<file path="src/rtl/bldc_cmd_scheduler.sv">
// bldc_cmd_scheduler: slew-limited per-motor duty scheduler with sticky fault latching and a command watchdog
module bldc_cmd_scheduler #(
  parameter int NUM_MOTORS       = 5,
  parameter int DUTY_CYCLE_WIDTH = 10,
  parameter int MAX_DUTY_CYCLE   = 'h3FF,
  parameter int SLEW_STEP        = 8,
  parameter int SLEW_PERIOD      = 1024,
  parameter int WATCHDOG_CYCLES  = 2**20
) (
  input  logic                                   clk,
  input  logic                                   rst,
  input  logic                                   wr_valid,
  output logic                                   wr_ready,
  input  logic [2:0]                             wr_addr,
  input  logic [DUTY_CYCLE_WIDTH-1:0]            wr_data,
  input  logic [NUM_MOTORS-1:0]                  fault_in,
  output logic [NUM_MOTORS*DUTY_CYCLE_WIDTH-1:0] duty_out,
  output logic [NUM_MOTORS-1:0]                  en_out,
  output logic [NUM_MOTORS-1:0]                  fault_latched,
  output logic                                   wd_expired
);
  localparam int W  = DUTY_CYCLE_WIDTH;
  localparam int TW = $clog2(SLEW_PERIOD);
  localparam int WW = $clog2(WATCHDOG_CYCLES);
  localparam int IW = NUM_MOTORS > 1 ? $clog2(NUM_MOTORS) : 1;
  localparam logic [W:0]    MAXV      = MAX_DUTY_CYCLE[W:0];
  localparam logic [W:0]    STEPV     = SLEW_STEP[W:0];
  localparam logic [TW-1:0] TICK_LAST = TW'(SLEW_PERIOD - 1);
  localparam logic [WW-1:0] WD_LAST   = WW'(WATCHDOG_CYCLES - 1);
  localparam logic [WW-1:0] WD_PRE    = WW'(WATCHDOG_CYCLES - 2);
  localparam logic [IW-1:0] IDX_LAST  = IW'(NUM_MOTORS - 1);

  typedef enum logic {IDLE, SCAN} state_t;

  state_t                       state_q, state_d;
  logic [IW-1:0]                idx_q, idx_d;
  logic                         rdy_q, rdy_d;
  logic [TW-1:0]                tick_q, tick_d;
  logic [WW-1:0]                wd_q, wd_d;
  logic                         wdx_q, wdx_d;
  logic [NUM_MOTORS-1:0][W-1:0] tgt_q, tgt_d;
  logic [NUM_MOTORS-1:0][W-1:0] cur_q, cur_d;
  logic [NUM_MOTORS-1:0]        fl_q, fl_d;
  logic [NUM_MOTORS-1:0]        en_q, en_d;
  logic                         tick, acc, wr_motor, wr_clr, restart, expire;
  logic [W-1:0]                 wr_clamped;

  // Move c toward t by at most one step, computed one bit wider so it cannot wrap or overshoot
  function automatic logic [W-1:0] slew(input logic [W-1:0] c, input logic [W-1:0] t);
    logic [W:0] up, dn;
    up = {1'b0, t} - {1'b0, c};
    dn = {1'b0, c} - {1'b0, t};
    return c < t ? W'({1'b0, c} + (up > STEPV ? STEPV : up)) :
           c > t ? W'({1'b0, c} - (dn > STEPV ? STEPV : dn)) : c;
  endfunction

  assign tick       = tick_q == TICK_LAST;
  assign acc        = wr_valid & rdy_q;
  assign wr_motor   = acc && int'(wr_addr) < NUM_MOTORS;
  assign wr_clr     = acc && wr_addr == 3'd7;
  assign restart    = wr_motor | wr_clr;
  assign expire     = !restart && wd_q == WD_PRE;
  assign wr_clamped = ({1'b0, wr_data} > MAXV) ? MAXV[W-1:0] : wr_data;

  // Scan FSM state and visit index
  always_ff @(posedge clk or posedge rst) begin
    if (rst) begin
      state_q <= IDLE;
      idx_q   <= '0;
    end else begin
      state_q <= state_d;
      idx_q   <= idx_d;
    end
  end

  // Enter a scan on each tick, leave after the last motor has been visited
  always_comb begin
    state_d = state_q == IDLE ? (tick ? SCAN : IDLE) : (idx_q == IDX_LAST ? IDLE : SCAN);
    idx_d   = state_q == SCAN ? idx_q + 1'b1 : '0;
  end

  // Ready is registered from the next state so it is low throughout reset and the scan
  always_comb begin
    rdy_d = state_d == IDLE;
  end

  // Datapath registers: counters, targets, applied duties, fault and enable status
  always_ff @(posedge clk or posedge rst) begin
    if (rst) begin
      rdy_q  <= 1'b0;
      tick_q <= '0;
      wd_q   <= '0;
      wdx_q  <= 1'b0;
      tgt_q  <= '0;
      cur_q  <= '0;
      fl_q   <= '0;
      en_q   <= '0;
    end else begin
      rdy_q  <= rdy_d;
      tick_q <= tick_d;
      wd_q   <= wd_d;
      wdx_q  <= wdx_d;
      tgt_q  <= tgt_d;
      cur_q  <= cur_d;
      fl_q   <= fl_d;
      en_q   <= en_d;
    end
  end

  // Faults and watchdog expiry override writes and slewing; enables fall at once but rise a clock late
  always_comb begin
    tick_d = tick ? '0 : tick_q + 1'b1;
    wd_d   = restart ? '0 : (wd_q == WD_LAST ? wd_q : wd_q + 1'b1);
    wdx_d  = restart ? 1'b0 : (wdx_q | expire);
    fl_d   = (fl_q & ~(wr_clr ? wr_data[NUM_MOTORS-1:0] : '0)) | fault_in;
    tgt_d  = tgt_q;
    cur_d  = cur_q;
    for (int i = 0; i < NUM_MOTORS; i++) begin
      tgt_d[i] = (fault_in[i] || expire) ? '0 :
                 (wr_motor && int'(wr_addr) == i && !fl_q[i]) ? wr_clamped : tgt_q[i];
      cur_d[i] = (fault_in[i] || expire) ? '0 :
                 (state_q == SCAN && int'(idx_q) == i) ? slew(cur_q[i], tgt_q[i]) : cur_q[i];
    end
    en_d = ~fl_d & ~fl_q & ~{NUM_MOTORS{wdx_d | wdx_q}};
  end

  assign wr_ready      = rdy_q;
  assign duty_out      = cur_q;
  assign en_out        = en_q;
  assign fault_latched = fl_q;
  assign wd_expired    = wdx_q;
endmodule

</file>
<file path="config.mk">
export PLATFORM = sky130hd
export DESIGN_NAME = bldc_cmd_scheduler
export DESIGN_NICKNAME = d
export VERILOG_FILES = /design/src/rtl/bldc_cmd_scheduler.sv
export SDC_FILE = /design/constraint.sdc
export NUM_CORES = 1
export LEC_CHECK = 0
export ABC_AREA = 1
export CORE_UTILIZATION = 40
export CTS_CLUSTER_SIZE = 10
export DETAILED_ROUTE_END_ITERATION = 10
export PLACE_DENSITY = 0.62
export SETUP_SLACK_MARGIN = 0.4
export SKIP_CTS_REPAIR_TIMING = 1
export SLEW_MARGIN = 20
export SYNTH_ARGS = -nofsm -noshare
export SYNTH_HDL_FRONTEND = slang
export SYNTH_SLANG_ARGS = --single-unit
</file>
<file path="constraint.sdc">
create_clock -name clk -period 6.2 [get_ports clk]
set_clock_uncertainty 0.1 [all_clocks]
set_input_delay 0.62 -clock clk [delete_from_list [all_inputs] [get_ports clk]]
set_output_delay 0.62 -clock clk [all_outputs]
set_load 0.01 [all_outputs]
</file>
## Word level (Yosys, flattened, before mapping)

Index checks and enable logic that the tools add are counted.

| storage, ports and cells | value |
|---|---|
| bits in registers | 146 |
| bits of input ports | 21 |
| output and inout bits | 62 |
| logic and storage cells | 189 |

| operators by class | value |
|---|---|
| bitwise logic cells | 13 |
| mux-type cells | 49 |
| add/sub/neg operators | 23 |
| magnitude comparators | 21 |
| reductions and logical operators | 51 |
| equal/unequal tests | 14 |

Operator list:

| operator | count |
|---|---|
| $mux 10 | 41 |
| $gt 11x4->1 const B | 10 |
| $sub 10x10->11 | 10 |
| $add 10x10->10 | 5 |
| $gt 10x10->1 | 5 |
| $lt 10x10->1 | 5 |
| $sub 10x10->10 | 5 |
| $eq 20x20->1 const B | 2 |
| $mux 20 | 2 |
| $eq 3x3->1 const B | 8 |
| $add 20x1->20 const B | 1 |
| $not 5->5 | 4 |
| $reduce_bool 2->1 | 10 |
| $logic_and 1x1->1 | 18 |
| $and 5x5->5 | 3 |
| $reduce_bool 3->1 | 5 |
| $add 10x1->10 const B | 1 |
| $eq 10x10->1 const B | 1 |
| $reduce_and 2->1 | 5 |
| $eq 3x2->1 const B | 2 |
| $logic_not 1->1 | 6 |
| $logic_not 3->1 | 2 |
| $logic_or 1x1->1 | 5 |
| $mux 5 | 1 |
| 9 further kinds | 14 |

## Logic depth before layout (Yosys ltp)

| depth | value |
|---|---|
| word-level depth | 10 |
| gate-level depth with buffers | 33 |
| depth with buffers taken out | 32 |

## Worst setup path after synthesis

No wires, ideal clock.

| timing path | value |
|---|---|
| path kind | reg2reg |
| from | register cur_q, in the netlist duty_out[40] |
| to | register cur_q, in the netlist duty_out[46] |
| library setup time | 0.128 ns |
| arrival time | 3.715 ns |
| setup slack | 2.258 ns |
| path buffers | 0 |
| data required time | 5.972 ns |
| clock period less this slack | 3.942 ns |
| stages on the path, launching flop included | 21 |
| cell sequence | dfrtp_1 > ha_1 > fa_1 > o21ai_1 > nand2_1 > nand2_1 > nand2_1 > nand2_1 > nand3_1 > nor2_1 > nand2_1 > or2_1 > ha_1 > inv_1 > o21ai_0 > fa_1 > o21ai_0 > a21oi_1 > o21ai_0 > xor2_1 > o22ai_1 |

| between the ends | value |
|---|---|
| word-level cells in the longest chain between the ends | 8 |
| elaborated cells on any way between the ends | 16 |
| those cells by class | 4 x add/sub; 4 x order compare; 6 x mux; 2 x reduce/logical |

Ends and longest elaborated chain:

| what | line | RTL |
|---|---|---|
| start: declaration | 42 | `logic [NUM_MOTORS-1:0][W-1:0] cur_q, cur_d;` |
| start signal: assignment | 104 | `cur_q <= cur_d;` |
| $sub 10x10->11 | 52 | `dn = {1'b0, c} - {1'b0, t};` |
| $gt 11x4->1 | 54 | `c > t ? W'({1'b0, c} - (dn > STEPV ? STEPV : dn)) : c;` |
| $mux 10 | 54 |  |
| $sub 10x10->10 | 54 |  |
| $mux 10 | 54 |  |
| $mux 10 | 53 | `return c < t ? W'({1'b0, c} + (up > STEPV ? STEPV : up)) :` |
| $mux 10 | 122 | `(state_q == SCAN && int'(idx_q) == i) ? slew(cur_q[i], tgt_q[i]) : cur_q[i];` |
| $mux 10 | 121 | `cur_d[i] = (fault_in[i] \|\| expire) ? '0 :` |

Parallel ways exist; a longest one is shown, timed or not. The select of a mux whose other input is x is not followed.
A chain may end at the register's enable or synchronous reset.

## Worst setup path after layout

| timing path | value |
|---|---|
| from | register cur_q, in the netlist duty_out[12] |
| to | register cur_q, in the netlist duty_out[19] |

The elaborated chain is that of the path after synthesis.

==> qor.csv <==
metric,value,unit
outcome,"finished, final reports clean",
DR vias,13758,
total grt overflow,0,
cells after synthesis,2065,
worst-path fanout max,10,
first-pass GRT wire length,68.43,mm
Via density,5.261,
CTS sink cnt,146,
Final GP Congestion,0.9744,
Final Util,0.4571,
Most Crowded Layer GR,met2,
final setup vio count,0,
number of global-route vias before repair,12995,
met2 Use GR,0.3784,
die area,36750,sq um
Lkg Pwr,8.159,nW
CP arrival,4.79,ns
max cap viols,0,
Slew Limit Fails,0,
initial DRC count,1061,
Min-Delay Path Class,flop to flop,
H-Tree Depth,4,
synth unique cells,55,
Worst path slowest cell,ha_1,
Async SR Flop Fraction,1.000,
Final period util,0.7359,
root buffer cell,clkbuf_16,
overall routing resource usage,0.2398,
CTS tree,done,
Synth area leaders,"dfrtp_1, ha_1, nand2_1",
final wirelength,43.13,mm
crit-path max cell delay,0.54,ns
pin count of the biggest net entering global routing,98,
total power,2.988,mW
IO Pins,83,
Syn Area/Cell,6.971,sq um
DRT Pass-1 Iters,5,
residual DRC count,0,
Synth Register Bits,146,
worst skew pair latency,0.44,ns
nets,2335,
die span in x,191.7,um
Synth area leader,dfrtp_1,
WL/cell,16.49,um
RSZ-0062 raised after global routing,false,
Max-Slew Margin vs Limit,0.3805,
post-synthesis sequential area ratio,0.2538,
Setup crit end kind,flop,
Synth warnings,0,
"Req. time, crit path",6.43,ns
initial core utilization,0.4057,
proportion of layout cells with a drive suffix above 1,0.04738,
Post-synth EDFFs,0,
top-area cell type share of the netlist area,0.2538,
setup TNS,0,ns
clk buf depth,2,
Detailed Place HPWL,34.51,mm
final hold violations,0,
number of nets with antenna violations after routing,0,
Setup crit start kind,flop,
Hold WS,0.3718,ns
measured slew at the worst slew-check pin,0.9293,ns
CTS Buf Count,17,
"most used cell, CP",nand2_1,
PortBufs,82,
Core ar.,35480,sq um
die height,191.7,um
Worst-path clk slew,0.06,ns
GR Util met3,0.02942,
Max Freq,0.2192,GHz
Tmin final,4.563,ns
PD cells,184.2,nW/um^2
worst vdd ir,0.0001995,V
Post-Syn Nets,2259,
Post-Synthesis Cell Area,14400,sq um
met1 usage,0.3301,
initial antenna violation count,2,
fill count,3591,
critical path class,flop to flop,
Post-synth top flop,dfrtp_1,
area grow syn2layout,12.67,%
Cell Rows,69,
-- cell type report --
type / instances / area (sq um) / area share
clock buffers: 18 / 429.2 / 0.02646
inverters: 373 / 1405 / 0.08663
repair buffers: 84 / 835.8 / 0.05153
clock inverters: 13 / 161.4 / 0.009951
multi-input cells: 1519 / 9155 / 0.5645
flip-flops and latches: 146 / 3654 / 0.2253
diodes: 1 / 2.502 / 0.0001543
well taps: 461 / 576.8 / 0.03556
-- flip-flops by register name, indices dropped and copies added, names as in the netlist --
signal	cells
duty_out	50
en_out	5
fault_latched	5
idx_q	3
state_q	1
tgt_q	50
tick_q	10
wd_expired	1
wd_q	20
wr_ready	1
-- per-layer routing --
metal,share of wire,vias up
met2,0.44,423
li1,-,6880
met4,0.034,2
met5,0.00037,-
met3,0.045,77
met1,0.48,6376
-- metrics by stage --
| step | setup slack [ns] | cells | instance area, sq um |
|---|---|---|---|
| after floorplan | 1.557 | 2065 | 14400 |
| after global placement | 1.760 | 2583 | 15630 |
| after detailed placement | 1.742 | 2583 | 15630 |
| after CTS | 1.712 | 2614 | 16220 |
| after global routing | 1.195 | 2615 | 16220 |
| final | 1.637 | 2615 | 16220 |
-- kinds of logic after synthesis --
family,synth area share
flip-flops,0.2538
AO/OA/AOI/OAI,0.1420
AND/OR/NAND/NOR,0.2781
adder cells (fa/ha/maj),0.1582
XOR/XNOR,0.05771
buffers and inverters,0.1102
-- power by group --
group          switching [mW]  internal (mW)  leakage, nW
combinational           0.601          0.288         5.94
sequential             0.0230          0.984         1.95
clock                   0.462          0.631        0.278
-- cell usage after synthesis, types with 12 or more instances --
master / number
inv_1: 361
nand3b_1: 13
o22ai_1: 50
fa_1: 15
nand4_1: 34
xnor2_1: 15
nor3_1: 30
o21ai_1: 18
nand2_1: 447
nor2_1: 139
o21bai_1: 14
nand3_1: 186
dfrtp_1: 146
o21ai_0: 99
buf_2: 12
ha_1: 158
xor2_1: 78
a21oi_1: 120
o21ai_2: 17
-- worst paths after layout --
kind	from	to	slack [ns]	depth (start not counted)
min reg2reg	wd_q[15]	wd_q[15]	0.37	1
max reg2reg	duty_out[12]	duty_out[19]	1.64	28
min in group asynchronous	rst	tick_q[8]	0.66	2
min	wd_q[15]	wd_q[15]	0.37	1
max in group asynchronous	rst	wd_q[12]	4.03	3
max	duty_out[12]	duty_out[19]	1.64	28
-- placed cells by master (no fill, tap or decap), types with 10 or more instances in the layout --
| cell | instances |
|---|---|
| o22ai_1 | 50 |
| fa_1 | 15 |
| xor2_1 | 78 |
| dfrtp_1 | 146 |
| xnor2_1 | 15 |
| nand2_1 | 447 |
| o21ai_0 | 99 |
| nand4_1 | 34 |
| clkbuf_16 | 17 |
| nor2_1 | 139 |
| nand3b_1 | 13 |
| o21ai_2 | 17 |
| inv_1 | 360 |
| o21bai_1 | 14 |
| nor3_1 | 30 |
| inv_2 | 10 |
| nand3_1 | 186 |
| clkdlybuf4s50_1 | 82 |
| o21ai_1 | 18 |
| a21oi_1 | 120 |
| nand2_2 | 10 |
| ha_1 | 158 |
-- critical path, delay by kind of cell (launching register included) --
family | cells | cell delay (ns)
buffers and inverters | 3 | 0.24
AO/OA/AOI/OAI | 1 | 0.12
flip-flops | 1 | 0.42
AND/OR/NAND/NOR | 20 | 2.29
XOR/XNOR | 1 | 0.19
adder cells (fa/ha/maj) | 3 | 1.12
(Power assumes the default switching activity.)
